[src/rtl/vedic_pkg.sv]
// Shared widths, FSM encoding and the step->shift table for the sequential
// 8x8 multiplier built from four 4x4 vedic-core products.
package vedic_pkg;

  localparam int NIB_W  = 4;
  localparam int OP_W   = 8;
  localparam int RES_W  = 16;
  localparam int STEP_W = 2;

  typedef enum logic [1:0] {
    IDLE = 2'd0,
    MUL  = 2'd1,
    DONE = 2'd2
  } state_e;

  // Partial product weight: lo*lo=0, hi*lo=4, lo*hi=4, hi*hi=8
  localparam logic [3:0] STEP_SHIFT [4] = '{4'd0, 4'd4, 4'd4, 4'd8};

  function automatic logic [3:0] step_shift(input logic [STEP_W-1:0] step);
    return STEP_SHIFT[step];
  endfunction

endpackage

[src/rtl/vedic_seq_mul8_dp.sv]
// Datapath: latched operands, nibble select toward the 4x4 core and the
// shift/accumulate of core products into the 16-bit result.
module vedic_seq_mul8_dp
  import vedic_pkg::*;
(
  input  logic              clk,
  input  logic              rst,
  input  logic              load_i,
  input  logic [OP_W-1:0]   a_i,
  input  logic [OP_W-1:0]   b_i,
  input  logic              drive_i,
  input  logic [STEP_W-1:0] step_i,
  input  logic              acc_en_i,
  input  logic              fin_i,
  input  logic [OP_W-1:0]   core_p_i,
  output logic [NIB_W-1:0]  core_a_o,
  output logic [NIB_W-1:0]  core_b_o,
  output logic [RES_W-1:0]  product_o
);

  logic [OP_W-1:0]  op_a_q, op_b_q;
  logic [RES_W-1:0] acc_q, acc_d, partial, product_q;

  // step bit 0 selects the high nibble of op_a, bit 1 the high nibble of op_b
  always_comb begin
    core_a_o = '0;
    core_b_o = '0;
    if (drive_i) begin
      core_a_o = step_i[0] ? op_a_q[7:4] : op_a_q[3:0];
      core_b_o = step_i[1] ? op_b_q[7:4] : op_b_q[3:0];
    end
  end

  always_comb begin
    partial = RES_W'(core_p_i) << step_shift(step_i);
    acc_d   = acc_q + partial;
  end

  always_ff @(posedge clk) begin
    if (rst) begin
      op_a_q    <= '0;
      op_b_q    <= '0;
      acc_q     <= '0;
      product_q <= '0;
    end else begin
      if (load_i) begin
        op_a_q <= a_i;
        op_b_q <= b_i;
        acc_q  <= '0;
      end else if (acc_en_i) begin
        acc_q <= acc_d;
      end
      if (fin_i) begin
        product_q <= acc_d;
      end
    end
  end

  assign product_o = product_q;

endmodule

[src/rtl/vedic_seq_mul8.sv]
// Iterative 8x8 unsigned multiplier: sequences four nibble pairs through an
// external 4x4 core and hands the 16-bit product out on a valid/ready port.
module vedic_seq_mul8
  import vedic_pkg::*;
#(
  parameter int CORE_LAT = 0
) (
  input  logic              clk,
  input  logic              rst,
  input  logic              in_valid,
  output logic              in_ready,
  input  logic [OP_W-1:0]   a,
  input  logic [OP_W-1:0]   b,
  output logic [NIB_W-1:0]  core_a,
  output logic [NIB_W-1:0]  core_b,
  input  logic [OP_W-1:0]   core_p,
  output logic              out_valid,
  input  logic              out_ready,
  output logic [RES_W-1:0]  product,
  output state_e            dbg_state
);

  // Handshakes: a transfer happens on a rising edge where valid and ready are
  // both high; valid never waits on ready, ready depends on state only.

  if (CORE_LAT != 0 && CORE_LAT != 1) begin : g_bad_core_lat
    $error("vedic_seq_mul8: CORE_LAT must be 0 or 1");
  end

  state_e            state_q, state_d;
  logic [STEP_W-1:0] step_q, step_d;
  logic              phase_q, phase_d;
  logic              last_cycle, accept, drive, acc_en, fin;

  always_comb begin
    state_d    = state_q;
    step_d     = step_q;
    phase_d    = phase_q;
    in_ready   = 1'b0;
    out_valid  = 1'b0;
    accept     = 1'b0;
    drive      = 1'b0;
    acc_en     = 1'b0;
    fin        = 1'b0;
    // With a registered core, core_p is valid only in the second cycle of a step
    last_cycle = (CORE_LAT == 0) ? 1'b1 : phase_q;
    case (state_q)
      IDLE: begin
        in_ready = 1'b1;
        if (in_valid) begin
          accept  = 1'b1;
          state_d = MUL;
          step_d  = '0;
          phase_d = 1'b0;
        end
      end
      MUL: begin
        drive   = 1'b1;
        phase_d = ~phase_q;
        if (last_cycle) begin
          acc_en  = 1'b1;
          phase_d = 1'b0;
          if (step_q == 2'd3) begin
            fin     = 1'b1;
            step_d  = '0;
            state_d = DONE;
          end else begin
            step_d = step_q + 2'd1;
          end
        end
      end
      DONE: begin
        out_valid = 1'b1;
        if (out_ready) state_d = IDLE;
      end
      default: state_d = IDLE;
    endcase
  end

  always_ff @(posedge clk) begin
    if (rst) begin
      state_q <= IDLE;
      step_q  <= '0;
      phase_q <= 1'b0;
    end else begin
      state_q <= state_d;
      step_q  <= step_d;
      phase_q <= phase_d;
    end
  end

  vedic_seq_mul8_dp u_dp (
    .clk      (clk),
    .rst      (rst),
    .load_i   (accept),
    .a_i      (a),
    .b_i      (b),
    .drive_i  (drive),
    .step_i   (step_q),
    .acc_en_i (acc_en),
    .fin_i    (fin),
    .core_p_i (core_p),
    .core_a_o (core_a),
    .core_b_o (core_b),
    .product_o(product)
  );

  assign dbg_state = state_q;

endmodule

[config.mk]
export PLATFORM = sky130hd
export DESIGN_NAME = vedic_seq_mul8
export DESIGN_NICKNAME = d
export VERILOG_FILES = /design/src/rtl/vedic_pkg.sv /design/src/rtl/vedic_seq_mul8_dp.sv /design/src/rtl/vedic_seq_mul8.sv
export SDC_FILE = /design/constraint.sdc
export NUM_CORES = 1
export LEC_CHECK = 0
export ABC_AREA = 1
export ABC_CLOCK_PERIOD_IN_PS = 3280
export BUFFER_PORTS_ARGS = -buffer_cell sky130_fd_sc_hd__clkbuf_2
export CORE_UTILIZATION = 55
export DETAILED_ROUTE_END_ITERATION = 10
export PLACE_DENSITY = 0.79
export REMOVE_ABC_BUFFERS = 1
export SETUP_SLACK_MARGIN = 0.1
export SLEW_MARGIN = 10
export SYNTH_ARGS = -nofsm -noshare
export SYNTH_HDL_FRONTEND = slang
export SYNTH_SLANG_ARGS = --single-unit
export TNS_END_PERCENT = 30
[constraint.sdc]
create_clock -name clk -period 3.28 [get_ports clk]
set_clock_uncertainty 0.1 [all_clocks]
set_input_delay 0.656 -clock clk [delete_from_list [all_inputs] [get_ports clk]]
set_output_delay 0.656 -clock clk [all_outputs]
set_load 0.005 [all_outputs]
# Yosys cells after proc, flatten, opt, wreduce, memory -nomap -nowiden
# Index checks and enable logic that the tools add are counted.
# op_classes
n_reduce_logical,5
add_sub_neg,2
n_lt_le_gt_ge,1
mux,21
bitwise_logic,1
eq_ne,6
n_shift,1
# op_table
operator,n
2-to-1 mux 4 bit,6
adder 16 bit,1
left shift 8 x 4 -> 16 bit,1
2-to-1 mux 2 bit,5
binary-select mux 4 bit (select 2 bit),1
2-to-1 mux 1 bit,7
inequality test 2 bit (second input constant),3
case mux 2 bit (3 select lines),1
== test 2 bit (second input constant),2
case mux 2 bit (2 select lines),1
>= comparator 3 bit (second input constant),1
NOT 2 -> 3 bit,1
AND reduction 3 bit,1
adder 2 x 1 -> 2 bit (second input constant),1
== test 2 x 1 -> 1 bit (second input constant),1
zero test 2 bit,1
AND reduction 2 bit,1
nonzero test 2 bit,1
OR reduction 2 bit,1
# word_totals
input_bits,28
reg_bits,52
out_inout_bits,28
wordCells,43

# Depth between registers and ports, before layout
# logic_depth
word_depth,6
mapped_depth,18
depth_no_buf,17

# Hierarchy
# A second synthesis with hierarchy kept.
# unflattened
hier_cells,528
hier_area_um2,3251.9
# modules_own_cells
module,area_per_inst_um2,seq_area_each_um2,instances,cells_per_inst
vedic_seq_mul8_dp,3056.7,960.9,1,501
vedic_seq_mul8,195.2,80.1,1,27

# Worst setup path after synthesis
# No wires, ideal clock.
# synth_timing
path_kind,flip-flop to flip-flop
startpoint,reg step_q[1]
endpoint,reg u_dp.product_q[8] (netlist: u_dp.product_o[8])
t_arrival_ns,2.382
n_path_buf,2
setup_ns,0.109
t_required_ns,3.071
period_less_slack_ns,2.591
path_slack_ns,0.689
path_stages_with_launch,17
path_cell_list,dfxtp_1 > ha_1 > buf_2 > or2_2 > clkbuf_1 > nor2_1 > ha_1 > fa_1 > nand2_1 > nand2_1 > and2_1 > nand2_1 > nand2_1 > xnor2_1 > nand2_1 > nand2_1 > inv_1
# synth_via
elab_chain_len,6
elab_cells_between_ends,9
cone_classes,add/sub (1); eq/ne (1); shift (1); mux (5); bitwise (1)
# synth_rtl
item,line_no,source
"start, declared",vedic_seq_mul8.sv:31,"logic [STEP_W-1:0] step_q, step_d;"
"start signal, assigned",vedic_seq_mul8.sv:87,step_q <= step_d;
NOT 2 -> 3 bit (not written as such),vedic_pkg.sv:20,return STEP_SHIFT[step];
binary-select mux 4 bit (select 2 bit),vedic_pkg.sv:20,
2-to-1 mux 4 bit (not written as such) (2 in series),vedic_pkg.sv:20,
left shift 8 x 4 -> 16 bit,vedic_seq_mul8_dp.sv:35,partial = RES_W'(core_p_i) << step_shift(step_i);
adder 16 bit,vedic_seq_mul8_dp.sv:36,acc_d = acc_q + partial;
"end signal, assigned",vedic_seq_mul8_dp.sv:44,product_q <= '0;
"end signal, assigned",vedic_seq_mul8_dp.sv:54,product_q <= acc_d;
"end, declared",vedic_seq_mul8_dp.sv:22,"logic [RES_W-1:0] acc_q, acc_d, partial, product_q;"
# Parallel ways exist; a longest one is shown, timed or not. The select of a mux whose other input is x is not followed.
# A chain may end at the register's enable or synchronous reset.

# Worst setup path in the final report
# layout_timing
startpoint,reg step_q[0]
endpoint,reg u_dp.product_q[12] (netlist: u_dp.product_o[12])
# The elaborated chain is that of the path after synthesis.

==> results.py <==
metrics = {
    "status": {
        "run_status": "completed",
    },
    "synth": {
        "ys_dominant_reg_cell": "dfxtp_1",
        "ys_seq_elements": 52,
        "post_synth_inst_count": 510,
        "synth.cell_area_um2": 3221,
        "syn_avg_cell_area_um2": 6.315,
        "count_of_flip_flops_with_a_built_in_enable_after_synthesis": 0,
        "count_of_cell_types_in_the_netlist": 30,
        "ys_top_cells_by_area": "dfxtp_1 (32%), nand2_1 (16%), inv_1 (9.9%)",
        "synth_top_area_cell": "dfxtp_1",
        "synth_warnings": 0,
        "synthArstFlopShare_pct": 0,
        "synth_top_area_share_pct": 32.32,
        "synth_seq_area_share_pct": 32.32,
    },
    "clocking": {
        "clock_tree.htree_level_count": 2,
        "clock_insertion_delay_worst_skew_ns": 0.31,
        "cts_post_setup_buffers_inserted": 0,
        "clk_pin_slew_ns": 0.10,
        "postCtsResizedCells": 0,
        "tritoncts": "built",
        "cts_num_sinks": 52,
        "clock_path_buffers": 2,
        "cts-hold-fix-buffers": 0,
        "cts_inserted_buffers": 5,
        "clock_tree.root_cell": "clkbuf_8",
    },
    "detailed_routing": {
        "firstDrtPassIters": 5,
        "drt-vias-per-instance": 5.014,
        "detail-route-antenna-nets": 0,
        "detail_route.wirelength_um": 7511,
        "wl_met2_um": 3492,
        "wl_per_cell_um": 11.88,
        "dr_total_vias": 3169,
        "drc_errors": 0,
        "detailedRoute.firstIterationViolations": 166,
        "routedLengthMet1_um": 3507,
        "detailroute.wirelength.met3_um": 372,
        "top_layer": "met4",
    },
    "finish": {
        "finish.net_count": 604,
        "insertedDiodeCount": 0,
        "most-common-layout-cells": "nand2_1 (139), inv_1 (85), nor2_1 (75), clkbuf_2 (55), dfxtp_1 (52)",
        "fraction_of_layout_instances_using_a_drive_strength_above_1_pct": 13.39,
        "area_growth_pct": 12.00,
        "multi_input_area_um2": 1768,
        "regArea_um2": 1041,
        "fin_area_um2": 3607,
        "final_common_cell": "nand2_1",
        "num-fill-cells": 542,
    },
    "setup_path": {
        "reg2reg_slack_ns": 0.44,
        "crit_required_ns": 3.40,
        "r2r_start": "step_q[0]",
        "worst_setup_path_start_kind": "flip-flop",
        "reg2reg_to": "u_dp.product_o[12]",
        "crit_path_max_fanout": 14,
        "end_kind": "flip-flop",
        "kind_of_critical_path": "flip-flop to flip-flop",
        "reg2reg_depth": 14,
        "worstPathArrival_ns": 2.96,
    },
    "timing": {
        "finalSetupViolCount": 0,
        "period_minus_slack_ns": 2.843,
        "timing_worst_slew_pin_value_ns": 0.4240,
        "post-route-period-util_pct": 86.67,
        "final-hold-violation-count": 0,
        "setup-tns-final_ns": 0,
        "worst_slew_margin_rel_pct": 71.73,
        "rsz0062_at_grt": "no",
        "slew_violations": 0,
        "achievable-frequency_mhz": 351.8,
    },
    "die": {
        "die_area_um2": 6165,
        "io_pins": 56,
        "die_height_um": 78.52,
        "die_w_um": 78.52,
        "start_util_pct": 57.78,
        "area_of_the_core_um2": 5574,
        "row_count": 27,
    },
    "global_routing": {
        "gr-usage-all-layers_pct": 26.07,
        "grt_start_max_net_pins": 29,
        "number_of_global_route_vias_before_repair": 2865,
        "grt_first_pass_wirelength_um": 12710,
        "grt.overflow.total": 0,
        "grt_antenna_before_repair": 0,
    },
    "pwr": {
        "power.share.clock_pct": 26.9,
        "switching_share_of_power_pct": 32.75,
        "power.combinational.fraction_pct": 23.8,
        "seq_power_share_pct": 49.4,
        "internal_cell_power_mw": 0.9328,
        "net-switching-power_mw": 0.4542,
        "static-leakage-power_nw": 2.025,
        "powerDensity_nw_per_um2": 384.5,
        "vdd_ir_drop_max_uv": 229.4,
    },
    "min_path": {
        "hp-class": "flip-flop to flip-flop",
        "holdPathEnd": "u_dp.product_o[0]",
        "whs_path_cells": 2,
        "worst_hold_startpoint": "u_dp.product_o[0]",
    },
    "job": {
        "max_cap_violations": 0,
    },
    "place": {
        "place_area_um2": 3521,
        "dp.final_hpwl_um": 5628,
        "numPortBuffers": 55,
        "place.gp.congestion": 0.9593,
    },
}
registers in the layout (all words and copies together) (netlist names):
register / flops
dbg_state: 2
step_q: 2
u_dp.acc_q: 16
u_dp.op_a_q: 8
u_dp.op_b_q: 8
u_dp.product_o: 16
layer usage:
metal  vias up  GRT usage [%]
li1       1665              -
met1      1411          34.03
met2        82          43.30
met3        11          4.070
met4         0          9.259
met5         -              0
worst max path at each step:
stage / startpoint / endpoint / depth (start not counted)
6_report: step_q[0] / u_dp.product_o[12] / 14
5_1_grt: step_q[0] / u_dp.product_o[14] / 15
4_1_cts: step_q[0] / u_dp.acc_q[8] / 14
3_5_place_dp: step_q[0] / u_dp.acc_q[8] / 14
3_3_place_gp: step_q[0] / u_dp.product_o[12] / 14
2_1_floorplan: step_q[0] / u_dp.acc_q[8] / 14
kinds of logic (layout without fill, tap and decap cells):
kind of cell               after synthesis  in the layout  share of synthesized area (%)
and+or+nand+nor                        264            264                          34.73
buffers and inverters                  103            153                          12.78
AOI/OAI and AO/OA                       70             70                          12.24
DFF                                     52             52                          32.32
adders and majority gates               17             17                          6.838
xor gates and xnor gates                 4              4                          1.088
worst max-delay path, cell delays in order (launching register included):
cell and delay, ns:
dfxtp_1 0.38, ha_1 0.51, or2_2 0.25, nor2_1 0.06, ha_1 0.20, fa_1 0.41
nand2_1 0.09, nand2_1 0.07, and2_1 0.18, nand3_1 0.12, nand3_1 0.08, nand2_1 0.08
nand3_1 0.09, nand2_1 0.09, inv_1 0.03
area by class of cell:
class                           instances  area share, %
Multi-Input combinational cell        355          49.01
Clock inverter                          2         0.3815
Clock buffer                            6          2.012
Tap cell                               72          2.497
Timing Repair Buffer                   56          7.839
Inverter                               89          9.400
Sequential cell                        52          28.86
cell usage after synthesis (3+ instances only):
cell type	instances
o21a_1	9
nor3_1	3
nor2_1	75
o211ai_1	6
nand2_1	139
dfxtp_1	52
a21oi_1	23
inv_1	85
o21ai_0	29
clkbuf_1	7
nor2_8	3
ha_1	16
nand3_1	34
buf_2	4
stage by stage:
step / power [mW] / utilization (%) / hold WS, ns / setup WS (ns) / std cells
after detailed placement: 1.024 / 63.17 / 0.3600 / 0.4760 / 624
final: 1.387 / 64.71 / 0.3708 / 0.4371 / 632
after CTS: 1.392 / 64.71 / 0.3735 / 0.4476 / 632
after floorplan: 0.9327 / - / 0.3497 / 0.7481 / 496
after global routing: 1.473 / 64.71 / 0.3943 / 0.1476 / 632
after global placement: 1.018 / 63.17 / 0.3514 / 0.5630 / 624
power by group through the flow:
stage / Combinational [mW] / Clock [mW] / Sequential (mW)
finish: 0.330 / 0.373 / 0.685
global route: 0.375 / 0.409 / 0.689
CTS: 0.327 / 0.380 / 0.685
detailed placement: 0.325 / 0 / 0.699
global placement: 0.321 / 0 / 0.698
floorplan: 0.240 / 0 / 0.693
Power figures use the tool's default switching activity.
